### config.mk
export PLATFORM = sky130hd
export DESIGN_NAME = tx_price
export DESIGN_NICKNAME = d
export VERILOG_FILES = /design/src/rtl/tx_price.sv
export SDC_FILE = /design/constraint.sdc
export NUM_CORES = 1
export LEC_CHECK = 0
export CORE_UTILIZATION = 56
export DETAILED_ROUTE_END_ITERATION = 12
export PLACE_DENSITY_LB_ADDON = 0.08
export SYNTH_ARGS = -nofsm -noshare
export SYNTH_HDL_FRONTEND = slang
export SYNTH_SLANG_ARGS = --single-unit
### constraint.sdc
create_clock -name clk -period 2.8 [get_ports clk]
set_input_delay 0.42 -clock clk [delete_from_list [all_inputs] [get_ports clk]]
set_output_delay 0.42 -clock clk [all_outputs]
set_load 0.1 [all_outputs]
### src/rtl/tx_price.sv
// Price-frame transmitter: on start, sends "@dddd\r\n" for the selected product
// to a UART TX byte interface using a valid/ready handshake.
module tx_price #(
  parameter int MSG_LEN = 7
) (
  input  logic       clk,
  input  logic       rst_n,
  input  logic [3:0] din,
  input  logic       start,
  input  logic       tx_ready,
  output logic [7:0] tx_data,
  output logic       tx_valid,
  output logic       busy,
  output logic       done,
  output logic       err
);

  typedef enum logic [1:0] {IDLE, SEND, DONE} state_t;

  localparam logic [2:0] LAST_IDX = 3'(MSG_LEN - 1);

  state_t     state, state_nxt;
  logic [2:0] idx, idx_nxt;
  logic [3:0] sel, sel_nxt;
  logic [7:0] tx_data_nxt;
  logic       tx_valid_nxt, busy_nxt, done_nxt, err_nxt;

  function automatic logic sel_ok(input logic [3:0] s);
    return (s == 4'd1) || (s == 4'd2) || (s == 4'd4) || (s == 4'd8);
  endfunction

  // Byte at position i of the frame for latched product select s.
  function automatic logic [7:0] frame_byte(input logic [2:0] i, input logic [3:0] s);
    logic [31:0] digits;
    case (s)
      4'd1:    digits = "1800";
      4'd2:    digits = "1500";
      4'd4:    digits = "1900";
      4'd8:    digits = "2500";
      default: digits = "XXXX";
    endcase
    case (i)
      3'd0:    return 8'h40;
      3'd1:    return digits[31:24];
      3'd2:    return digits[23:16];
      3'd3:    return digits[15:8];
      3'd4:    return digits[7:0];
      3'd5:    return 8'h0D;
      default: return 8'h0A;
    endcase
  endfunction

  always_comb begin
    // NOTE: every signal gets a default before the case so no path leaves it unassigned (no latches).
    state_nxt    = state;
    idx_nxt      = idx;
    sel_nxt      = sel;
    tx_data_nxt  = tx_data;
    tx_valid_nxt = tx_valid;
    busy_nxt     = busy;
    done_nxt     = 1'b0;
    err_nxt      = err;
    case (state)
      IDLE: begin
        if (start) begin
          state_nxt    = SEND;
          idx_nxt      = 3'd0;
          sel_nxt      = din;
          tx_data_nxt  = 8'h40;
          tx_valid_nxt = 1'b1;
          busy_nxt     = 1'b1;
          err_nxt      = !sel_ok(din);
        end
      end
      SEND: begin
        if (tx_valid && tx_ready) begin
          if (idx == LAST_IDX) begin
            state_nxt    = DONE;
            tx_valid_nxt = 1'b0;
            done_nxt     = 1'b1;
          end else begin
            idx_nxt     = idx + 3'd1;
            tx_data_nxt = frame_byte(idx + 3'd1, sel);
          end
        end
      end
      DONE: begin
        state_nxt = IDLE;
        busy_nxt  = 1'b0;
      end
      default: state_nxt = IDLE;
    endcase
  end

  // NOTE: sequential state uses non-blocking assignments so all registers update together at the edge.
  always_ff @(posedge clk) begin
    if (!rst_n) begin
      state    <= IDLE;
      idx      <= 3'd0;
      sel      <= 4'd0;
      tx_data  <= 8'h00;
      tx_valid <= 1'b0;
      busy     <= 1'b0;
      done     <= 1'b0;
      err      <= 1'b0;
    end else begin
      state    <= state_nxt;
      idx      <= idx_nxt;
      sel      <= sel_nxt;
      tx_data  <= tx_data_nxt;
      tx_valid <= tx_valid_nxt;
      busy     <= busy_nxt;
      done     <= done_nxt;
      err      <= err_nxt;
    end
  end

endmodule

# Word level (Yosys, flattened, before mapping)
# Cells that the tools add are included.
[op_classes]
add_sub_neg = 1
eq_ne = 20
muxes = 20
reduce_logical = 15
[op_table]
columns = ["cell", "n"]
rows = [
  ["one-hot mux 31 bit (4 select lines)", 1],
  ["one-hot mux 8 bit (6 select lines)", 1],
  ["2-to-1 mux 8 bit", 3],
  ["one-hot mux 8 bit (2 select lines)", 1],
  ["== test 3 bit (second input constant)", 3],
  ["2-to-1 mux 3 bit", 3],
  ["== test 4 x 1 -> 1 bit (second input constant)", 2],
  ["== test 4 x 2 -> 1 bit (second input constant)", 2],
  ["== test 4 x 3 -> 1 bit (second input constant)", 2],
  ["== test 4 bit (second input constant)", 2],
  ["inequality test 2 bit (second input constant)", 4],
  ["AND reduction 4 bit", 2],
  ["== test 3 x 2 -> 1 bit (second input constant)", 2],
  ["2-to-1 mux 2 bit", 3],
  ["one-hot mux 3 bit (2 select lines)", 1],
  ["AND reduction 3 bit", 2],
  ["2-to-1 mux 1 bit", 4],
  ["one-hot mux 1 bit (2 select lines)", 2],
  ["one-hot mux 2 bit (2 select lines)", 1],
  ["AND reduction 2 bit", 2],
  ["nonzero test 2 bit", 2],
  ["adder 3 x 1 -> 3 bit (second input constant)", 1],
  ["== test 3 x 1 -> 1 bit (second input constant)", 1],
  ["logical NOT 3 bit", 1],
  ["6 further kinds", 8],
]
[totals]
ff_bits = 21
inputBits = 8
output_inout_bits = 12
wordCells = 64

# Longest topological paths before layout
# Gate-level depths: netlist of run 1.
[logic_depth]
word_depth = 6
depth_mapped = 6
depth_no_buf = 6

# Least setup slack after synthesis of run 1
# Ideal clock, no wire load.
[synth_timing]
path_type = "flip-flop to flip-flop"
startpoint = "register tx_valid"
endpoint = "register tx_data[6]"
setup_ns = 0.091
t_arrival_ns = 1.849
required_ns = 2.709
path_slack_ns = 0.860
stages_incl_launch_ff = 5
n_path_buf = 0
period_less_slack_ns = 1.940
path_cell_list = "dfxtp_1 > nand4b_1 > nor2_1 > nor3_1 > a311oi_1"
[synth_between]
elab_chain_len = 3
[synth_rtl]
columns = ["element", "line", "rtl"]
rows = [
  ["start: declaration", "12", "output logic tx_valid,"],
  ["start signal: assignment", "111", "tx_valid <= tx_valid_nxt;"],
  ["logical AND 1 bit", "76", "if (tx_valid && tx_ready) begin"],
  ["inequality test 2 bit (no source line)", "--", ""],
  ["AND reduction 4 bit (no source line)", "--", ""],
  ["end signal: assignment", "110", "tx_data <= tx_data_nxt;"],
  ["end: declaration", "11", "output logic [7:0] tx_data,"],
]
# Every way passes these cells.
# A chain may end at the register's enable or synchronous reset.

# Worst setup path in the final report of run 1
[layout_timing]
startpoint = "register idx[0]"
endpoint = "register tx_data[1]"
[layout_between]
elab_chain_len = 6
word_cells_on_any_way = 14
cone_classes = "add/sub: 1; eq/ne: 7; mux: 4; reduce/logical: 2"
[layout_rtl]
columns = ["element", "line", "rtl"]
rows = [
  ["start: declaration", "23", "logic [2:0] idx, idx_nxt;"],
  ["start signal: assignment", "108", "idx <= idx_nxt;"],
  ["adder 3 x 1 -> 3 bit", "83", "tx_data_nxt = frame_byte(idx + 3'd1, sel);"],
  ["== test 3 bit, or another cell as far along", "42", "case (i)"],
  ["one-hot mux 8 bit (6 select lines)", "42", ""],
  ["2-to-1 mux 8 bit", "77", "if (idx == LAST_IDX) begin"],
  ["2-to-1 mux 8 bit", "76", ""],
  ["one-hot mux 8 bit (2 select lines)", "63", "case (state)"],
]
# Several ways; a longest one is shown, not always the timed one. The select of a mux whose other input is x is not followed.

==> results of run 1 <==
[kinds of logic (layout without fill, tap and decap cells)]
kind of cell	count (synthesis)	in the layout	synth area share [%]
xor+xnor	7	7	5.83
mux	2	2	1.70
simple gates	50	50	21.8
compound gates	41	41	24.2
buf+inv	15	32	6.89
flops	20	20	33.9
other cells	1	1	0.318
fa+ha+maj	5	5	5.30
[cells in the final DEF, fill, tap and decap left out, types with 3 or more instances in the layout]
cell / count
nand3_1: 4
dfxtp_1: 20
clkbuf_4: 3
buf_4: 12
o21ai_1: 3
nand2_1: 11
xor2_1: 4
clkdlybuf4s50_1: 7
o21a_1: 3
ha_1: 5
nand3b_1: 3
nor3_1: 8
o21ai_0: 3
a211oi_1: 4
a21oi_1: 11
nor2_1: 13
inv_1: 9
[power by group]
| group | total (mW) | internal (mW) | switching, mW |
|---|---|---|---|
| clock | 0.240 | 0.145 | 0.0956 |
| combinational | 0.138 | 0.0459 | 0.0925 |
| sequential | 0.310 | 0.295 | 0.0152 |
| total | 0.689 | 0.486 | 0.203 |
[worst paths after layout]
kind / to / slack (ps) / cells past startpoint
worst min register to register: tx_data[4] / 460 / 2
worst max register to register: tx_data[1] / 940 / 6
worst min-delay path: tx_data[4] / 460 / 2
worst max-delay path: tx_data[1] / 940 / 6
[routing by layer]
metal / vias to the layer above / track usage (%) / wire length [µm]
met5: - / 0 / 0
met4: 0 / 8.33 / 26
met3: 4 / 4.53 / 125
met2: 29 / 38.1 / 1150
met1: 482 / 31.9 / 1110
li1: 544 / - / -
[cell usage after synthesis, types with 3 or more instances]
cell,instances,area share (%)
a211oi_1,4,2.5
a21oi_1,11,4.7
dfxtp_1,20,34
ha_1,5,5.3
inv_1,9,2.9
nand2_1,11,3.5
nand3_1,4,1.7
nand3b_1,3,1.9
nor2_1,13,4.1
nor3_1,8,3.4
o21a_1,3,1.9
o21ai_0,3,1.3
o21ai_1,3,1.3
xor2_1,4,3.0
[per-stage QoR]
stage	instance area (µm²)	util (%)	total power [mW]
final	1380	70.3	0.689
after global routing	1380	70.3	0.718
after CTS	1380	70.3	0.690
after detailed placement	1330	67.6	0.454
after global placement	1330	67.6	0.452
after floorplan	1180	-	0.424
[sequential cells by signal, indices dropped and copies added (netlist names)]
name,cells
tx_data,7
sel,4
idx,3
state,2
busy,1
done,1
err,1
tx_valid,1
[worst register-to-register path, stage by stage (launching register included)]
cell and delay [ps]:
dfxtp_1 460, inv_1 100, ha_1 250, or2_2 310, a211oi_1 350, o21ai_1 150
a21oi_1 170
[area by class of cell]
| cell class | instances | area (µm²) |
|---|---|---|
| clock buffer | 3 | 22.5 |
| clock inverter | 1 | 30.0 |
| fill | 176 | 583 |
| inverter | 9 | 33.8 |
| multi-input combinational | 106 | 698 |
| sequential | 20 | 400 |
| tap | 27 | 33.8 |
| timing repair buffer | 19 | 160 |
==> impl_metrics.env, run 1 <==
export IMPL_synthArstFlopShare_pct=0
export IMPL_hpwl_um=1810
export IMPL_period_share_pct=66.3
export IMPL_avgSynthCellArea_um2=8.37
export IMPL_die_y_um=47.9
export IMPL_synth_top_flop_cell="dfxtp_1"
export IMPL_diodes=0
export IMPL_numCtsBuffers=3
export IMPL_critPathTopFamily="compound AO/OA/AOI/OAI gates"
export IMPL_clockBufferDepth=2
export IMPL_path_cells="inv_1, ha_1, or2_2, a211oi_1, o21ai_1, a21oi_1"
export IMPL_drtIter0Drc=25
export IMPL_synthCells=141
export IMPL_hold_violations=0
export IMPL_gp_congestion=0.848
export IMPL_critPathKind="reg -> reg"
export IMPL_cts_resized=0
export IMPL_slew_headroom_pct=63.7
export IMPL_ant_nets=0
export IMPL_critPathCaptureType="flop"
export IMPL_cp_startpoint="idx[0]"
export IMPL_antenna_found_initial=0
export IMPL_cts_tree="done"
export IMPL_p_per_area_nw_per_um2=500
export IMPL_maxCapViolCount=0
export IMPL_wire_per_inst_um=13.0
export IMPL_io_buffers=18
export IMPL_gr_usage_all_layers_pct=23.8
export IMPL_area_delta_synth_final_pct=16.9
export IMPL_viasPerCell=5.72
export IMPL_pre_cts_slack_ps=833
export IMPL_cp_buffers_inverters=1
export IMPL_synthesis_area_um2=1180
export IMPL_tightest_slew_ps=544
export IMPL_wirelength_um=2410
export IMPL_period_needed_ps=1860
export IMPL_synth_seq_cells=20
export IMPL_h_tree_depth=1
export IMPL_p_leak_nw=0.534
export IMPL_ir_drop_mv=0.346
export IMPL_cp_required_ps=3040
export IMPL_timing_rr_start="idx[0]"
export IMPL_worstSetupStartpointType="flop"
export IMPL_syn_nets=154
export IMPL_rsz0062_at_grt="false"
export IMPL_slew_viol_final=0
export IMPL_drcViolationCount=0
export IMPL_pin_count=20
export IMPL_postLayoutSetupSlackWorst_ps=944
export IMPL_insertion_delay_ps=300
export IMPL_holdWs_ps=463
export IMPL_cts_sinks=20
export IMPL_critPathArrivalTime_ps=2100
export IMPL_drive_above_1_share_pct=13.9
export IMPL_final_nets=172
export IMPL_dieArea_um2=2290
export IMPL_synth_edf_count=0
export IMPL_fin_setup_tns_ps=0
export IMPL_grt_pass1_vias=847
export IMPL_fmax_mhz=539
export IMPL_grt_pass1_wl_um=3710
export IMPL_hp_class="reg -> reg"
export IMPL_critical_path_slowest_cell="dfxtp_1"
export IMPL_path_max_fanout=6
export IMPL_root_buffer="clkbuf_4"
export IMPL_ys_types=44
export IMPL_setup_viol=0
export IMPL_dr_pass1_iters=4
export IMPL_min_delay_start="tx_data[4]"
export IMPL_start_util_pct=60.1
export IMPL_finClkSkew_ps=0.974
export IMPL_critPathMaxStageDelay_ps=460
export IMPL_holdBufCountCts=0
export IMPL_yosysWarnings=0
export IMPL_path_clk_slew_ps=120
export IMPL_fin_cells=185
export IMPL_grt_ovfl_total=0
export IMPL_num_rows=16
export IMPL_vias=1059
export IMPL_synth_seq_area_share_pct=33.9
export IMPL_cts_setup_buffers=0
export IMPL_grt_max_degree=17
export IMPL_placed_cells=181
export IMPL_coreArea_um2=1960
export IMPL_dieWidth_um=47.9
export IMPL_outcome="complete, no violations"
(Power assumes the default switching activity.)
==> run 2, diff against run 1 <==
CORE_UTILIZATION = 47   (was 56)
clock period = 1.56 ns   (was 2.8 ns; I/O delays follow)
==> impl_metrics.env, run 2 (synthesis gave the netlist of run 1 again) <==
export IMPL_outcome="complete, no violations"
export IMPL_gr_usage_all_layers_pct=24.2
export IMPL_grt_max_degree=12
export IMPL_fin_setup_tns_ps=0
export IMPL_h_tree_depth=1
export IMPL_numCtsBuffers=3
export IMPL_hold_violations=0
export IMPL_pre_cts_slack_ps=-133
export IMPL_placed_cells=206
export IMPL_period_share_pct=98.9
export IMPL_maxCapViolCount=0
export IMPL_root_buffer="clkbuf_4"
export IMPL_p_leak_nw=0.714
export IMPL_utilization_pct=79.5
export IMPL_start_util_pct=51.4
export IMPL_vias=1249
export IMPL_ir_drop_mv=0.579
export IMPL_path_max_fanout=5
export IMPL_critPathKind="reg -> reg"
export IMPL_dieWidth_um=52.1
export IMPL_ant_nets=0
export IMPL_critPathCaptureType="flop"
export IMPL_fin_cells=214
export IMPL_fmax_mhz=648
export IMPL_worstSetupStartpointType="flop"
export IMPL_cts_sinks=20
export IMPL_coreArea_um2=2300
export IMPL_mostFrequentLayoutCells="buf_4 (26), dfxtp_1 (17), nor2_1 (12), buf_12 (12), a21oi_1 (11)"
export IMPL_postLayoutSetupSlackWorst_ps=17.9
export IMPL_hp_class="reg -> reg"
export IMPL_setup_viol=0
export IMPL_insertion_delay_ps=320
export IMPL_final_common_cell="buf_4"
export IMPL_area_delta_synth_final_pct=54.8
export IMPL_viasPerCell=5.84
export IMPL_clockBufferDepth=2
export IMPL_top_register="tx_data"
export IMPL_grt_ovfl_total=0
export IMPL_dieArea_um2=2710
export IMPL_drive_above_1_share_pct=36.0
export IMPL_postPlaceCellArea_um2=1670
export IMPL_drcViolationCount=0
export IMPL_pin_count=20
export IMPL_antenna_found_initial=0
export IMPL_slew_viol_final=0
export IMPL_period_needed_ps=1540
export IMPL_p_per_area_nw_per_um2=661
export IMPL_diodes=0
export IMPL_finClkSkew_ps=2.99
export IMPL_largest_reg_flops=7
export IMPL_hpwl_um=2250
export IMPL_final_nets=200
export IMPL_wire_per_inst_um=15.6
export IMPL_critPathArrivalTime_ps=1800
export IMPL_rsz0062_at_grt="true"
export IMPL_die_y_um=52.1
export IMPL_top_regs="tx_data x7, sel x4, idx x3"
export IMPL_fin_area_um2=1830
export IMPL_cts_tree="done"
export IMPL_r2r_setup_slack_ps=20
export IMPL_wirelength_um=3340
export IMPL_num_rows=17
export IMPL_dr_pass1_iters=4
export IMPL_path_clk_slew_ps=120
export IMPL_grt_pass1_vias=1123
export IMPL_drtIter0Drc=39
export IMPL_grt_pass1_wl_um=4750
export IMPL_gp_congestion=0.852
export IMPL_cp_required_ps=1820
export IMPL_io_buffers=18
## run 2: changes by cell type in the layout (fill, tap and decap cells not counted), sizes merged
cell,before,now
buf,12,39
a21oi,13,14
bufinv,1,0
clkbuf,3,4
## run 2: report_power, final
part / switching [mW] / leakage (nW) / internal [mW]
Combinational: 0.196 / 0.527 / 0.140
Sequential: 0.0232 / 0.165 / 0.527
Clock: 0.178 / 0.0210 / 0.143
## run 2: critical path: stages, from the launching register on
cell,delay (ps)
dfxtp_4,390
inv_2,60
buf_4,110
ha_4,140
buf_6,120
nand3b_1,90
nor4_2,280
o21ai_1,140
a21oi_1,150
## run 2: per-stage QoR
| step | hold slack (ps) | power, mW |
|---|---|---|
| detailed placement | 487 | 0.881 |
| floorplan | 352 | 0.761 |
| global placement | 484 | 0.876 |
| global route | 521 | 1.25 |
| finish | 504 | 1.21 |
| CTS | 504 | 1.19 |
## run 2: worst paths after layout
kind | startpoint | end | cells after the start
worst min-delay path | tx_data[2] | tx_data[2] | 2
worst min register to register | tx_data[2] | tx_data[2] | 2
worst max register to register | idx[0] | tx_data[1] | 8
worst max-delay path | idx[0] | tx_data[1] | 8
## run 2: per-layer routing
layer	up-vias	GRT usage (%)	share of wire, %
li1	600	-	-
met1	593	26.3	43
met2	51	43.4	51
met3	5	4.97	5.0
met4	0	12.6	1.4
met5	-	0	0
## run 2: layout make-up
| type | count | area, µm² |
|---|---|---|
| multi-input cells | 107 | 793 |
| repair buffers | 46 | 517 |
| fillers | 141 | 470 |
| flip-flops and latches | 20 | 412 |
| clock buffers | 4 | 36.3 |
| well taps | 28 | 35.0 |
| inverters | 9 | 33.8 |
## run 2: timing repair
action	4_1_cts	5_1_grt
cloned	0	1
resized for setup	7	16
pin swaps	3	6
hold buffers	0	0
setup buffers	3	0
endpoints found under the setup margin	9	8
endpoints found under the hold margin	0	0
==> run 3, diff against run 2 <==
--- a/config.mk
+++ b/config.mk
@@ -6,5 +6,7 @@
 export NUM_CORES = 1
 export LEC_CHECK = 0
-export CORE_UTILIZATION = 47
+export CELL_PAD_IN_SITES_DETAIL_PLACEMENT = 1
+export CELL_PAD_IN_SITES_GLOBAL_PLACEMENT = 1
+export CORE_UTILIZATION = 38
 export DETAILED_ROUTE_END_ITERATION = 12
 export PLACE_DENSITY_LB_ADDON = 0.08
==> constraint.sdc (replaced) <==
create_clock -name clk -period 1.55 [get_ports clk]
set_input_delay 0.155 -clock clk [delete_from_list [all_inputs] [get_ports clk]]
set_output_delay 0.155 -clock clk [all_outputs]
set_load 0.1 [all_outputs]
==> impl_metrics.env, run 3 (synthesis gave the netlist of run 1 again) <==
export IMPL_outcome="finished, violations left"
export IMPL_violations="DRC, setup timing"
export IMPL_top_regs="tx_data x7, sel x4, idx x3"
export IMPL_insertion_delay_ps=320
export IMPL_start_util_pct=41.4
export IMPL_p_per_area_nw_per_um2=717
export IMPL_postPlaceCellArea_um2=1670
export IMPL_cp_buffers_inverters=2
export IMPL_fillers=331
export IMPL_ant_nets=0
export IMPL_wl_met2_um=2020
export IMPL_final_seq_area_um2=413
export IMPL_slew_viol_final=0
export IMPL_critPathMaxStageDelay_ps=390
export IMPL_numCtsBuffers=3
export IMPL_power_frac_comb_pct=26.4
export IMPL_dr_pass1_iters=8
export IMPL_io_buffers=18
export IMPL_cp_required_ps=1800
export IMPL_hpwl_um=2570
export IMPL_drcViolationCount=2
export IMPL_path_clk_slew_ps=130
export IMPL_fin_cells=220
export IMPL_final_nets=203
export IMPL_wl_met3_um=104
export IMPL_pre_cts_slack_ps=-123
export IMPL_critical_path_slowest_cell="dfxtp_4"
export IMPL_antenna_found_initial=0
export IMPL_gr_usage_all_layers_pct=23.7
export IMPL_vias=1256
export IMPL_num_rows=19
export IMPL_multiInputGateArea_um2=812
export IMPL_coreArea_um2=2850
export IMPL_crit_top_cell="buf_4"
export IMPL_switching_power_mw=0.424
export IMPL_p_int_mw=0.944
export IMPL_placed_cells=209
export IMPL_period_needed_ps=1600
export IMPL_grt_ovfl_total=0
export IMPL_p_leak_nw=0.748
export IMPL_maxCapViolCount=0
export IMPL_worstSetupStartpointType="flop"
export IMPL_setup_viol=1
export IMPL_gp_congestion=0.855
export IMPL_hp_class="reg -> reg"
export IMPL_wirelength_um=4050
export IMPL_viasPerCell=5.71
export IMPL_critPathKind="reg -> reg"
export IMPL_top_register="tx_data"
export IMPL_root_buffer="clkbuf_4"
export IMPL_fmax_mhz=624
export IMPL_clockBufferDepth=2
export IMPL_utilization_pct=66.9
export IMPL_rsz0062_at_grt="true"
export IMPL_path_cells="ha_4, xor2_1, buf_4, buf_4, nor4_4, o21ai_1, a21oi_1"
export IMPL_switching_share_pct=31.0
export IMPL_critPathTopFamily="flip-flops"
export IMPL_die_y_um=57.7
export IMPL_pin_count=20
export IMPL_largest_reg_flops=7
export IMPL_cts_tree="done"
export IMPL_critPathCaptureType="flop"
export IMPL_period_share_pct=103
export IMPL_postLayoutSetupSlackWorst_ps=-53.6
export IMPL_cts_sinks=20
export IMPL_ir_drop_mv=0.798
export IMPL_wire_per_inst_um=18.4
export IMPL_h_tree_depth=1
export IMPL_finClkSkew_ps=1.38
export IMPL_holdBufCountCts=0
export IMPL_path_max_fanout=4
export IMPL_hold_violations=0
export IMPL_dieArea_um2=3330
export IMPL_sequentialPowerShare_pct=40.6
export IMPL_top_layer="met4"
export IMPL_pwr_share_clk_pct=33.0
export IMPL_fin_area_um2=1910
export IMPL_area_delta_synth_final_pct=61.7
export IMPL_mostFrequentLayoutCells="buf_4 (27), dfxtp_1 (16), nor2_1 (13)"
export IMPL_drtIter0Drc=32
export IMPL_grt_pass1_wl_um=5970
export IMPL_critPathArrivalTime_ps=1860
export IMPL_diodes=0
export IMPL_final_common_cell="buf_4"
export IMPL_grt_pass1_vias=1256
export IMPL_drive_above_1_share_pct=38.1
export IMPL_dieWidth_um=57.7
export IMPL_wl_met1_um=1870
export IMPL_grt_max_degree=13
-- run 3: cell count changes in the layout (fill, tap and decap cells not counted), sizes merged --
cell,previous run,this run
clkbuf,4,3
a21oi,14,13
buf,39,43
bufinv,0,1
-- run 3: stage by stage --
stage,hold slack [ps],total power [mW],setup TNS [ps]
2_1_floorplan,273,0.766,0
3_3_place_gp,482,0.887,-55.5
3_5_place_dp,486,0.899,-329
4_1_cts,469,1.34,-10.7
5_1_grt,533,1.41,-317
6_report,502,1.37,-53.6
-- run 3: worst paths after layout --
path	startpoint	endpoint	slack [ps]	cells after the start
hold reg to reg	tx_data[2]	tx_data[2]	500	2
setup reg to reg	idx[1]	tx_data[1]	-50	7
setup / recovery	idx[1]	tx_data[1]	-50	7
hold / removal	tx_data[2]	tx_data[2]	500	2
-- run 3: per-layer routing --
metal	global-route usage [%]	up-vias
met5	0	-
met4	12.9	0
met3	2.46	8
met2	41.4	29
met1	28.5	617
li1	-	602
-- run 3: power by group through the flow --
stage | Combinational (mW) | Clock (mW) | Sequential (mW)
5_1_grt | 0.380 | 0.468 | 0.558
3_5_place_dp | 0.331 | 0 | 0.568
4_1_cts | 0.337 | 0.449 | 0.557
3_3_place_gp | 0.321 | 0 | 0.566
6_report | 0.361 | 0.451 | 0.555
2_1_floorplan | 0.133 | 0 | 0.633
-- run 3: what timing repair did --
| item | 4_1_cts | 5_1_grt |
|---|---|---|
| pin swaps | 2 | 11 |
| endpoints found under the setup margin | 8 | 9 |
| setup buffers | 0 | 7 |
| resized for setup | 10 | 20 |
| gates cloned | 0 | 0 |
-- run 3: layout make-up --
cell class              instances  share of cell area (%)
multi-input cells             106                    42.6
clock buffers                   3                    1.18
flip-flops and latches         20                    21.6
repair buffers                 50                    29.2
clock inverters                 1                    1.57
well taps                      31                    2.03
inverters                       9                    1.77
-- run 3: worst reg2reg max path, stage by stage, from the launching register on --
cell and delay [ps]:
dfxtp_4 390, ha_4 190, xor2_1 160, buf_4 160, buf_4 140, nor4_4 210, o21ai_1 110, a21oi_1 180
